<file path="src/rtl/inst_fetch_queue.sv">
// Instruction fetch stage: owns the fetch PC, requests words from a 1-cycle-latency
// instruction memory and buffers {instr, pc} pairs in a show-ahead FIFO for decode.
module inst_fetch_queue #(
    parameter int          DEPTH    = 4,
    parameter logic [15:0] RESET_PC = 16'h0000
) (
    input  logic                     clock,
    input  logic                     reset,
    output logic                     imem_req,
    output logic [15:0]              imem_addr,
    input  logic [15:0]              imem_rdata,
    output logic                     instr_valid,
    output logic [15:0]              instr_out,
    output logic [15:0]              instr_pc,
    input  logic                     instr_ready,
    input  logic                     redirect,
    input  logic [15:0]              redirect_pc,
    output logic [$clog2(DEPTH):0]   count
);
    localparam int AW = $clog2(DEPTH);
    localparam int CW = AW + 1;

    logic [15:0]   r_fetch_pc;
    logic [15:0]   r_rsp_pc;
    logic          r_inflight;
    logic [CW-1:0] r_count;
    logic [AW-1:0] r_rd_ptr;
    logic [AW-1:0] r_wr_ptr;
    logic [15:0]   r_buf_instr [DEPTH];
    logic [15:0]   r_buf_pc    [DEPTH];

    logic [CW-1:0] w_credit;
    logic          w_req;
    logic          w_push;
    logic          w_pop;

    // Handshake: the head transfers on a cycle where instr_valid && instr_ready, and
    // instr_valid never depends on instr_ready. A redirect in that cycle cancels the pop.
    // Credit counts in-flight requests as occupied, so a push never meets a full FIFO.
    assign w_credit = r_count + CW'(r_inflight);
    assign w_req    = !reset && !redirect && (w_credit < CW'(DEPTH));
    assign w_push   = r_inflight && !redirect && !reset;
    assign w_pop    = instr_valid && instr_ready && !redirect;

    assign imem_req    = w_req;
    assign imem_addr   = r_fetch_pc;
    assign instr_valid = (r_count != '0);
    assign instr_out   = instr_valid ? r_buf_instr[r_rd_ptr] : 16'h0000;
    assign instr_pc    = instr_valid ? r_buf_pc[r_rd_ptr]    : 16'h0000;
    assign count       = r_count;

    always_ff @(posedge clock) begin
        if (reset) begin
            r_fetch_pc <= RESET_PC;
            r_inflight <= 1'b0;
            r_count    <= '0;
            r_rd_ptr   <= '0;
            r_wr_ptr   <= '0;
        end else if (redirect) begin
            r_fetch_pc <= redirect_pc & 16'hFFFE;
            r_inflight <= 1'b0;
            r_count    <= '0;
            r_rd_ptr   <= '0;
            r_wr_ptr   <= '0;
        end else begin
            if (w_req) begin
                r_fetch_pc <= r_fetch_pc + 16'd2;
            end
            r_inflight <= w_req;
            if (w_push) begin
                r_wr_ptr <= r_wr_ptr + AW'(1);
            end
            if (w_pop) begin
                r_rd_ptr <= r_rd_ptr + AW'(1);
            end
            r_count <= r_count + CW'(w_push) - CW'(w_pop);
        end
    end

    // Data path carries no reset; validity is tracked entirely by the control state above.
    always_ff @(posedge clock) begin
        if (w_req) begin
            r_rsp_pc <= r_fetch_pc;
        end
        if (w_push) begin
            r_buf_instr[r_wr_ptr] <= imem_rdata;
            r_buf_pc[r_wr_ptr]    <= r_rsp_pc;
        end
    end
endmodule

</file>
<file path="config.mk">
export PLATFORM = sky130hd
export DESIGN_NAME = inst_fetch_queue
export DESIGN_NICKNAME = d
export VERILOG_FILES = /design/src/rtl/inst_fetch_queue.sv
export SDC_FILE = /design/constraint.sdc
export NUM_CORES = 1
export LEC_CHECK = 0
export ABC_AREA = 1
export CORE_MARGIN = 2
export CORE_UTILIZATION = 59
export CTS_BUF_LIST = sky130_fd_sc_hd__clkbuf_4 sky130_fd_sc_hd__clkbuf_8 sky130_fd_sc_hd__clkbuf_16
export DETAILED_ROUTE_END_ITERATION = 8
export PLACE_DENSITY = 0.87
export REMOVE_ABC_BUFFERS = 1
export SYNTH_ARGS = -nofsm -noshare
export SYNTH_HDL_FRONTEND = slang
export SYNTH_SLANG_ARGS = --single-unit
</file>
<file path="constraint.sdc">
create_clock -name clock -period 6.5 [get_ports clock]
set_input_delay 1.95 -clock clock [delete_from_list [all_inputs] [get_ports clock]]
set_output_delay 1.95 -clock clock [all_outputs]
set_load 0.02 [all_outputs]
</file>
-- Yosys cells after proc, flatten, opt, wreduce, memory -nomap -nowiden
Memories as Yosys holds them, arrays and structs flattened. A register that Yosys moved wholly into a read port is not among the register bits.
Cells that the tools add are included.
- flip-flop bits (word level): 40
- bits in latches: 0
- RAM bits: 128
- ROM bits: 0
- input bits: 36
- output and inout bits: 53
- logic and storage cells: 37
- memories: 2
- add/sub/neg operators: 6
- multiply operators: 0
- div/mod/pow operators: 0
- magnitude comparators: 1
- eq/ne operators: 0
- shift operators: 0
- multiplexer cells: 10
- bitwise operators: 0
- reduce and logical (&&, ||, !) cells: 11
- memory list (memory ; depth ; bits a word ; read ports ; clocked after memory_dff ; write ports ; line ; RTL):
    r_buf_instr ; 4 ; 16 ; 1 ; 1 ; 1 ; 29 ; logic [15:0] r_buf_instr [DEPTH];
    r_buf_pc ; 4 ; 16 ; 1 ; 1 ; 1 ; 30 ; logic [15:0] r_buf_pc [DEPTH];
- operators with widths (cell ; number):
    2-to-1 mux 16 bit ; 4
    adder 16 x 2 -> 16 bit, second input constant ; 1
    2-to-1 mux 2 bit ; 4
    adder 3 x 1 -> 3 bit ; 2
    logical AND 1 bit ; 6
    adder 2 x 1 -> 2 bit, second input constant ; 2
    less-than comparator 3 bit, second input constant ; 1
    nonzero test 3 bit ; 1
    subtractor 3 x 1 -> 3 bit ; 1
    zero test 1 bit ; 2
    2-to-1 mux 1 bit ; 2
    nonzero test 2 bit ; 1
    OR reduction 2 bit ; 1

-- Logic depth before layout (Yosys ltp)
- depth in word-level cells: 5
- mapped depth: 10
- mapped depth without buffers: 9

-- Worst setup path before layout
OpenSTA, ideal clock, no wires.
- path kind: input-to-output
- start: input port redirect
- end: output port imem_req
- data arrival time: 2.654 ns
- data required time: 4.550 ns
- setup slack: 1.896 ns
- stages: 5
- path buffers: 2
- cells stage by stage: buf_4 > nor2_4 > nand3_4 > inv_2 > buf_6
- longest elaborated chain between the ends: 3
- RTL lines (element ; line ; RTL):
    start, declared ; 16 ; input logic redirect,
    zero test 1 bit ; 41 ; assign w_req = !reset && !redirect && (w_credit < CW'(DEPTH));
    logical AND 1 bit (2 in series) ; 41 ;
    end, declared ; 9 ; output logic imem_req,
Every way passes these cells.

-- Worst setup path after layout
Ends and elaborated chain as after synthesis.

==> impl_results.rst <==
.. list-table::
   :header-rows: 1

   * - Metric
     - Value
   * - Type of destination of the critical path
     - output port
   * - Worst Hold Slack
     - just under 500 ps
   * - Post-detailed-routing wire length
     - approximately 14000 um
   * - Root cell of the clock tree
     - clkbuf_16
   * - RD Place Congestion
     - just under 0.9
   * - Placeable Area
     - 0.0113 mm2
   * - Max-capacitance violation count
     - 0
   * - Buffer count from post-CTS setup fixing
     - 0
   * - Share of layout cells above drive strength 1
     - ~7.6%
   * - Worst IR drop on VDD
     - about 0.18 mV
   * - Gate power share
     - 4.8%
   * - Net switching fraction of the power
     - between 10% and 20%
   * - Avg Inst Size Synth
     - roughly 11 um2
   * - Number of register bits inferred by synthesis
     - 164
   * - Final number of max-transition violations
     - 0
   * - Post-Route Skew
     - 7.80 ps
   * - Total via count after detailed routing
     - approximately 4800
   * - CTS tree
     - built
   * - Chip Width
     - 111 um
   * - FP Rows
     - 39
   * - Via count of the first global-routing pass
     - around 5000
   * - Count of nets after finishing
     - 746
   * - Reg power frac
     - 51.3%
   * - WS Path Type
     - in -> out
   * - Post-synth design cell area
     - between 0.006 and 0.007 mm2
   * - Synthesis-to-finish area growth
     - 23.1%
   * - Number of buffers added to fix hold violations after cts
     - 0
   * - Top achievable clock speed
     - ~180 MHz
   * - Iteration-0 DRC count of the detailed router
     - just over 400
   * - Die span in y
     - 111 um
   * - Setup TNS
     - 0 ps
   * - Normalized max-slew margin
     - around 21%
   * - Synthesized netlist cell count
     - a little over 600
   * - Die footprint
     - approximately 0.012 mm2
   * - Clock power frac
     - between 40 and 50%
   * - Worst-case clock buffer depth
     - 2
   * - Global route overflow
     - 0
   * - Yosys warnings
     - 0
   * - Final core occ
     - roughly three quarters
   * - Sequential-to-total area share from yosys stat
     - 68.7%
   * - Biggest fanout along the worst timing path
     - 17
   * - Final worst path period share
     - 85.7%
   * - Worst slew pin tran
     - 1190 ps
   * - Final setup violation count
     - 0
   * - Wire length per cell after detailed routing
     - 16.8 um
   * - # resized after CTS
     - 0
   * - Half-perimeter wire length after detailed placement
     - 8200 um
   * - Wire length of the first global-routing pass
     - roughly 23000 um
   * - Io pins
     - 89
   * - Outcome
     - completed
   * - Final critical delay including setup and external delays
     - about 5600 ps
   * - Total Routing Usage GR
     - roughly 24%
   * - Internal power of the cells
     - approximately 0.0018 W
   * - Clock buffers created by TritonCTS
     - 17
   * - Power per cell area
     - around 270 mW/mm2
   * - Unrepaired setup endpoints after global routing
     - false
   * - Unique cell type count in the Yosys netlist
     - 32
   * - Latest clock arrival within the worst-skew pair
     - 410 ps
   * - Standby leakage power
     - approximately 3.0 nW
   * - Number of clock sinks
     - between 150 and 200
   * - Worst hold-check path type
     - reg -> reg
   * - Clock slew at reported path FFs
     - roughly 60 ps
   * - DRC Markers
     - 0
   * - H-tree lvl count
     - 4
   * - Final count of hold timing violations
     - 0
   * - Initial Utilization
     - between 60% and 70%
   * - Sort of element at the start of the critical path
     - primary input
   * - Number of antenna-violating nets in the routed design
     - 0
   * - Number of fill cells in the layout
     - 726
   * - Average via count per standard cell
     - roughly 5.6
   * - Critical path data required time
     - around 4600 ps
   * - First-pass DRT Iterations
     - 8
   * - Data arrival time of the critical path
     - 3620 ps
   * - Largest net degree at the start of global routing
     - 64
   * - Initial antenna violation count
     - 0
   * - Diodes inserted
     - 0
   * - Port Buffer Count
     - 85
   * - Net switching power figure
     - ~0.00046 W
-- registers in the layout, indices dropped and copies added, names as in the netlist, named ones only --
| signal | count |
|---|---|
| r_buf_instr | 64 |
| r_buf_pc | 60 |
| imem_addr | 15 |
| r_rsp_pc | 15 |
| count | 3 |
| r_rd_ptr | 2 |
| r_wr_ptr | 2 |
| r_inflight | 1 |
-- cell families after synthesis --
group                      share of synthesized area, %
adders and majority gates                          1.58
and+or+nand+nor                                    15.2
AOI/OAI and AO/OA                                  8.81
DFF                                                68.7
muxes                                             0.147
buffers and inverters                              4.74
other                                            0.0551
xor gates and xnor gates                          0.772
-- synthesized netlist by cell type --
library cell | instances | share of area, %
nor2_1 | 147 | 8.1
edfxtp_1 | 139 | 61
nand2_1 | 60 | 3.3
o21ai_0 | 59 | 4.3
a21oi_1 | 41 | 3.0
inv_1 | 41 | 2.3
nand3_1 | 31 | 2.3
dfxtp_1 | 25 | 7.4
clkbuf_1 | 16 | 0.88
buf_2 | 9 | 0.66
ha_1 | 7 | 1.3
o21ai_1 | 6 | 0.44
nand4_1 | 5 | 0.46
xnor2_1 | 5 | 0.64
inv_2 | 4 | 0.22
o21a_1 | 4 | 0.44
buf_4 | 3 | 0.33
nor2_2 | 2 | 0.18
nor3_1 | 2 | 0.15
nor3_2 | 2 | 0.29
o21bai_1 | 2 | 0.22
a211oi_1 | 1 | 0.11
a21boi_1 | 1 | 0.11
a21oi_2 | 1 | 0.13
buf_6 | 1 | 0.17
buf_8 | 1 | 0.22
conb_1 | 1 | 0.055
fa_1 | 1 | 0.29
mux2i_1 | 1 | 0.15
nand3_4 | 1 | 0.26
nor2_4 | 1 | 0.17
xor2_1 | 1 | 0.13
-- worst max-delay path, cell delays in order --
cell and delay, ps:
clkdlybuf4s50_1 400, buf_4 200, nor2_4 170, nand3_4 190, inv_2 100, clkdlybuf4s50_1 600
-- layout by cell type (no fill, tap or decap), drive strengths merged, types with 2 or more instances in the layout --
| cell | synthesis | routed |
|---|---|---|
| conb | 1 | 2 |
| inv | 45 | 48 |
| nor2 | 150 | 150 |
| o21a | 4 | 4 |
| o21bai | 2 | 2 |
| nor3 | 4 | 4 |
| nand2 | 60 | 60 |
| nand4 | 5 | 5 |
| edfxtp | 139 | 139 |
| dfxtp | 25 | 25 |
| xnor2 | 5 | 5 |
| clkdlybuf4s50 | 0 | 85 |
| ha | 7 | 7 |
| o21ai | 65 | 65 |
| nand3 | 32 | 32 |
| clkbuf | 16 | 26 |
| a21oi | 42 | 42 |
| buf | 14 | 6 |
-- path summary, 6_finish.rpt --
check	slack [ps]	to	from	depth (start not counted)
setup / recovery	930	imem_req	redirect	6
hold / removal	490	r_buf_pc[0][15]	r_rsp_pc[15]	0
setup reg to reg	4210	count[2]	count[1]	9
hold reg to reg	490	r_buf_pc[0][15]	r_rsp_pc[15]	0
-- power groups by stage --
stage          Clock, W  Sequential (W)  Combinational, W
3_5_place_dp          0         0.00120          0.000109
3_3_place_gp          0         0.00120          0.000106
5_1_grt         0.00106         0.00118          0.000120
2_1_floorplan         0         0.00120         0.0000427
4_1_cts         0.00101         0.00118          0.000110
6_report        0.00101         0.00118          0.000110
-- final cells by class --
type | count | area (um2) | area share, %
timing repair buffer | 91 | 896 | 10.7
tap | 143 | 179 | 2.13
clock buffer | 26 | 552 | 6.58
multi-input combinational | 383 | 1850 | 22.1
inverter | 45 | 169 | 2.02
sequential | 164 | 4680 | 55.8
clock inverter | 6 | 61.3 | 0.732
-- routing by layer --
layer	wire, um	global-route usage, %	vias up
li1	-	-	2280
met1	5660	29.8	2252
met2	7530	42.5	262
met3	1100	4.84	16
met4	167	10.5	0
met5	0	0	-
-- per-stage QoR --
step	area, um2	cells	setup WS [ps]	total power (W)
floorplan	6660	592	1930	0.00124
global placement	7770	826	940	0.00130
detailed placement	7770	826	923	0.00131
CTS	8380	858	915	0.00230
global route	8380	858	820	0.00236
finish	8380	858	927	0.00229
(Power assumes the default switching activity.)
